--- src/rtl/pad_input_filter.sv ---
// Per-pad input conditioning: 2-flop synchronizer, optional debounce filter,
// clean level output and single-cycle rise/fall event pulses.
module pad_input_filter #(
  parameter int N_IO  = 48,
  parameter int CNT_W = 8
) (
  input  logic             clk_i,
  input  logic             rst_i,
  input  logic [N_IO-1:0]  io_in_i,
  input  logic [N_IO-1:0]  filt_en_i,
  input  logic [CNT_W-1:0] debounce_thr_i,
  output logic [N_IO-1:0]  io_filt_o,
  output logic [N_IO-1:0]  rise_o,
  output logic [N_IO-1:0]  fall_o,
  output logic             event_o
);

  logic [N_IO-1:0]  s1_q;
  logic [N_IO-1:0]  s2_q;
  logic [N_IO-1:0]  stable_q;
  logic [N_IO-1:0]  stable_d;
  logic [N_IO-1:0]  rise_q;
  logic [N_IO-1:0]  fall_q;
  logic [CNT_W-1:0] cnt_q [N_IO];
  logic [CNT_W-1:0] cnt_d [N_IO];
  logic             thr_zero;

  assign thr_zero = (debounce_thr_i == '0);

  // Compare is done one bit wider so cnt+1 can never wrap before the >= test.
  always_comb begin
    stable_d = stable_q;
    for (int n = 0; n < N_IO; n++) begin
      cnt_d[n] = '0;
      if (!filt_en_i[n] || thr_zero) begin
        stable_d[n] = s2_q[n];
      end else if (s2_q[n] != stable_q[n]) begin
        if (({1'b0, cnt_q[n]} + (CNT_W+1)'(1)) >= {1'b0, debounce_thr_i}) begin
          stable_d[n] = s2_q[n];
        end else begin
          cnt_d[n] = cnt_q[n] + CNT_W'(1);
        end
      end
    end
  end

  always_ff @(posedge clk_i or posedge rst_i) begin
    if (rst_i) begin
      s1_q     <= '0;
      s2_q     <= '0;
      stable_q <= '0;
      rise_q   <= '0;
      fall_q   <= '0;
      for (int n = 0; n < N_IO; n++) begin
        cnt_q[n] <= '0;
      end
    end else begin
      s1_q     <= io_in_i;
      s2_q     <= s1_q;
      stable_q <= stable_d;
      // Pulses are registered alongside the level so they align with io_filt_o.
      rise_q   <= stable_d & ~stable_q;
      fall_q   <= ~stable_d & stable_q;
      for (int n = 0; n < N_IO; n++) begin
        cnt_q[n] <= cnt_d[n];
      end
    end
  end

  assign io_filt_o = stable_q;
  assign rise_o    = rise_q;
  assign fall_o    = fall_q;
  assign event_o   = |(rise_q | fall_q);

endmodule

--- config.mk ---
export PLATFORM = sky130hd
export DESIGN_NAME = pad_input_filter
export DESIGN_NICKNAME = d
export VERILOG_FILES = /design/src/rtl/pad_input_filter.sv
export SDC_FILE = /design/constraint.sdc
export NUM_CORES = 2
export LEC_CHECK = 0
export BUFFER_PORTS_ARGS = -buffer_cell sky130_fd_sc_hd__buf_2
export CAP_MARGIN = 20
export CORE_MARGIN = 2
export CORE_UTILIZATION = 60
export CTS_BUF_LIST = sky130_fd_sc_hd__clkbuf_8
export DETAILED_ROUTE_END_ITERATION = 8
export PLACE_DENSITY = 0.88
export SKIP_LAST_GASP = 1
export SYNTH_ARGS = -nofsm -noshare
export SYNTH_HDL_FRONTEND = slang
export SYNTH_SLANG_ARGS = --single-unit
--- constraint.sdc ---
create_clock -name clk_i -period 32.1 [get_ports clk_i]
set_input_delay 6.42 -clock clk_i [delete_from_list [all_inputs] [get_ports clk_i]]
set_output_delay 6.42 -clock clk_i [all_outputs]
set_load 0.01 [all_outputs]
Word level (Yosys, flattened, before mapping). Index checks and enable logic that the tools add are counted.

Add/sub/neg operators: 96. Multipliers: 0. Divide/modulo/power cells: 0. $lt $le $gt $ge: 48. Equality and inequality tests: 48. Shift operators: 0. Muxes and demuxes: 288. Bitwise gates (word level): 5. Reductions and logical operators: 98.

Operators by type and width (number): two-way mux 8 bit (144); adder 8 x 1 -> 9 bit (second input constant) (48); >= comparator 9 x 8 -> 1 bit (48); adder 8 x 1 -> 8 bit (second input constant) (48); two-way mux 1 bit (144); AND 48 bit (2); inverter 48 bit (2); logical NOT 1 bit (48); logical OR 1 bit (48); != test 1 bit (48); bitwise OR 48 bit (1); OR reduction 48 bit (1); logical NOT 8 bit (1).

Register bits: 624. Latch bits: 0. RAM bits: 0. Bits in read-only memories: 0. Input bits: 106. Memories: 0.

Depth between registers and ports, before layout.
Depth after elaboration: 7. Mapped depth: 10.

Worst setup path before layout. Ideal clock, no wire load.

Path type: input -> register. Start point: input debounce_thr_i[2]. End point: register stable_q[29], in the netlist io_filt_o[29]. Setup time: 0.125 ns. Arrival time: 8.810 ns. Data required time: 31.975 ns. Setup slack: 23.165 ns. Stages: 7. Buffers on the path: 0. Path through: inv_1 ha_1 a21oi_1 o21ai_0 a31oi_1 nor4b_1 mux2_2.

Cells in the longest elaborated chain, start to end: 4.

Ends and longest elaborated chain: start, declared (line 11) `input logic [CNT_W-1:0] debounce_thr_i,`; >= comparator 9 x 8 -> 1 bit (line 38) `if (({1'b0, cnt_q[n]} + (CNT_W+1)'(1)) >= {1'b0, debounce_thr_i}) begin`; two-way mux 1 bit (line 38); two-way mux 1 bit (line 37) `end else if (s2_q[n] != stable_q[n]) begin`; two-way mux 1 bit * (line 35) `if (!filt_en_i[n] || thr_zero) begin`; via stable_d[29] (line 21) `logic [N_IO-1:0] stable_d;`; end signal, assigned (line 60) `stable_q <= stable_d;`; end, declared (line 20) `logic [N_IO-1:0] stable_q;`.

Mark *: on every way through the listed nets, which the timed path passes. The rest lies on a longest branch.

Worst setup path after layout.
Start point: register fall_q[20], in the netlist fall_o[20]. End point: output event_o.

Cells in the longest elaborated chain, start to end: 2.

Ends and longest elaborated chain: start, declared (line 23) `logic [N_IO-1:0] fall_q;`; start signal, assigned (line 63) `fall_q <= ~stable_d & stable_q;`; bitwise OR 48 bit (line 73) `assign event_o = |(rise_q | fall_q);`; OR reduction 48 bit (line 73); end, declared (line 15) `output logic event_o`.

No other way between the ends.

==> results.sh <==
export IMPL_outcome="finished, final reports clean"
export IMPL_period_needed_ns=9.75
export IMPL_syn_nets=3584
export IMPL_vias_per_cell=5.76
export IMPL_postCtsHoldBufs=0
export IMPL_peakVddDrop_uv=39.1
export IMPL_portBuffers=250
export IMPL_worst_path_buf_inv=1
export IMPL_cts_resized=0
export IMPL_critical_path_top_delay_family="simple AND/OR/NAND/NOR gates"
export IMPL_cts_sinks=624
export IMPL_p_per_area_nw_per_um2=47.0
export IMPL_start_util_pct=60.5
export IMPL_cp_slowest_cell="nor4_1"
export IMPL_rsz0062_at_grt="false"
export IMPL_yosys_warnings=0
export IMPL_slew_headroom_pct=15.7
export IMPL_drc=0
export IMPL_die_y_um=242
export IMPL_final_nets=3953
export IMPL_dp_slack_ns=22.76
export IMPL_leakage_nw=20.7
export IMPL_syn_instance_count=3046
export IMPL_grt_use_total_pct=27.5
export IMPL_area_growth_pct=13.8
export IMPL_firstDrtPassIters=7
export IMPL_hp_class="reg2reg"
export IMPL_clk_path_buf_depth=3
export IMPL_fin_skew_ns=0.0232
export IMPL_clk_latency_ns=0.71
export IMPL_finalSetupViolations=0
export IMPL_grt_pass1_vias=25100
export IMPL_synth_cell_types=47
export IMPL_dpl_hpwl_um=52900
export IMPL_worstPathRequired_ns=25.68
export IMPL_htreeDepth=3
export IMPL_ys_seq_area_share_pct=45.9
export IMPL_ys_ff_latch=624
export IMPL_synth_edf_count=0
export IMPL_worstSetupPathType="reg2out"
export IMPL_grt_first_pass_wirelength_um=129000
export IMPL_crit_path_max_incr_delay_ns=0.77
export IMPL_syn_area_sq_um=34000
export IMPL_ys_async_sr_fraction_pct=100
export IMPL_wl_per_cell_um=18.9
export IMPL_hold_viol=0
export IMPL_post_cts_repair_setup_buffers=0
export IMPL_die_w_um=242
export IMPL_clkTransAtPathRegs_ns=0.06
export IMPL_die_area_sq_um=58600
export IMPL_cpMostUsedCell="nor4_1"
export IMPL_grt_overflow_total=0
export IMPL_core_area_sq_um=56300
export IMPL_path_cells="nor4_1, nand4_1, nor4_1, nand2_1, buf_2"
export IMPL_cts_tree="yes"
export IMPL_fp_row_count=87
export IMPL_tns_ns=0
export IMPL_clock_fmax_ghz=0.103
export IMPL_critical_path_max_fanout=2
export IMPL_worst_slack_ns=22.35
export IMPL_maxCapViolations=0
export IMPL_cp_start_kind="flip-flop"
export IMPL_grt_max_degree=180
export IMPL_fin_crit_sh_pct=30.4
export IMPL_ant_nets=0
export IMPL_antenna_found_initial=4
export IMPL_tightest_slew_ns=1.25
export IMPL_postSynthAreaPerCell_sq_um=11.2
export IMPL_drv_slew=0
export IMPL_ys_flop_type="dfrtp_1"
export IMPL_routed_via_count=24500
export IMPL_cts_made_buffers=104
export IMPL_ios=251
export IMPL_drive_gt1_share_pct=14.9
export IMPL_cp_arrival_ns=3.33
export IMPL_wl_um=80300
export IMPL_gp_congestion=0.826
export IMPL_drt_iter0_markers=1228
export IMPL_cp_end_kind="output port"
export IMPL_cts_root_buffer="clkbuf_8"
[synthesized netlist by cell type (18+ instances only)]
| cell type | n | area, sq um |
|---|---|---|
| and3_1 | 78 | 488 |
| mux2_2 | 18 | 203 |
| nand3_1 | 230 | 1150 |
| nand4_2 | 28 | 350 |
| a21oi_1 | 66 | 330 |
| nor4_1 | 25 | 156 |
| nor2b_1 | 316 | 1980 |
| dfrtp_1 | 624 | 15600 |
| a22oi_1 | 38 | 285 |
| nand4_1 | 62 | 388 |
| o21ai_0 | 43 | 215 |
| ha_1 | 432 | 5410 |
| and3b_1 | 86 | 753 |
| a21o_1 | 70 | 526 |
| and4b_1 | 35 | 350 |
| xnor2_1 | 123 | 1080 |
| inv_1 | 65 | 244 |
| nand2_1 | 148 | 556 |
| mux2_1 | 29 | 327 |
| xor2_1 | 213 | 1870 |
| nand3_2 | 28 | 280 |
| nor2_1 | 195 | 732 |
[path summary, 6_finish.rpt]
path                       startpoint            to  slack, ns  depth (start not counted)
setup / recovery           fall_o[20]       event_o      22.35                          5
hold / removal               s1_q[43]      s2_q[43]       0.34                          0
setup reg to reg            cnt_q[16]     cnt_q[23]      29.12                         10
hold reg to reg              s1_q[43]      s2_q[43]       0.34                          0
max in group asynchronous       rst_i  io_filt_o[3]      24.50                          4
min in group asynchronous       rst_i    cnt_q[264]       5.89                          2
[state kept, by name (all words and copies together), names as in the netlist]
register and count:
cnt_q 384, fall_o 48, io_filt_o 48, rise_o 48
s1_q 48, s2_q 48
[power breakdown]
part | switching [mW] | internal, mW | leakage [nW]
Sequential | 0.0333 | 0.817 | 8.29
Clock | 0.325 | 0.447 | 1.28
Combinational | 0.123 | 0.0741 | 11.1
Total | 0.481 | 1.34 | 20.7
[kinds of logic after synthesis]
| group | after synthesis | share of synthesized area, % |
|---|---|---|
| AO/OA/AOI/OAI | 257 | 4.94 |
| adder cells (fa/ha/maj) | 432 | 15.9 |
| multiplexers | 48 | 1.60 |
| AND/OR/NAND/NOR | 1279 | 22.2 |
| flip-flops | 624 | 45.9 |
| XOR/XNOR | 336 | 8.65 |
| buffers and inverters | 70 | 0.864 |
[through the flow]
| step | utilization (%) | total power [mW] | std cells | hold WS, ns | instance area (sq um) |
|---|---|---|---|---|---|
| detailed placement | 64.6 | 1.06 | 4063 | 0.335 | 36300 |
| global route | 68.8 | 1.90 | 4254 | 0.350 | 38700 |
| finish | 68.8 | 1.82 | 4255 | 0.335 | 38700 |
| floorplan | - | 0.980 | 3046 | 0.331 | 34000 |
| CTS | 68.7 | 1.83 | 4250 | 0.341 | 38700 |
| global placement | 64.6 | 1.05 | 4062 | 0.332 | 36300 |
[layout by cell type (no fill, tap or decap), types with 18 or more instances in the layout]
master and count:
dfrtp_1 624, ha_1 432, nor2b_1 316, buf_2 251, nand3_1 230, xor2_1 213, nor2_1 195, nand2_1 148
clkbuf_8 141, xnor2_1 123, and3b_1 86, inv_1 80, and3_1 78, a21o_1 70, a21oi_1 66, nand4_1 62
o21ai_0 43, a22oi_1 38, and4b_1 35, mux2_1 29, nand4_2 28, nand3_2 28, nor4_1 25, mux2_2 18
[final cells by class]
cell class              count  area [sq um]
diodes                      3          7.51
clock inverters            46           394
clock buffers             141          1940
well taps                 756           946
repair buffers            268          1450
flip-flops and latches    624         15600
multi-input cells        2352         18100
inverters                  65           251
fillers                  3898         17500
[routing by layer]
layer / up-vias / track usage (%) / routed length [um]
li1: 11600 / - / -
met2: 601 / 46.6 / 39200
met3: 233 / 5.10 / 3910
met4: 2 / 12.6 / 3540
met5: - / 0 / 13
met1: 12100 / 34.5 / 33600
Note: power is estimated with default switching activity, not from simulation.
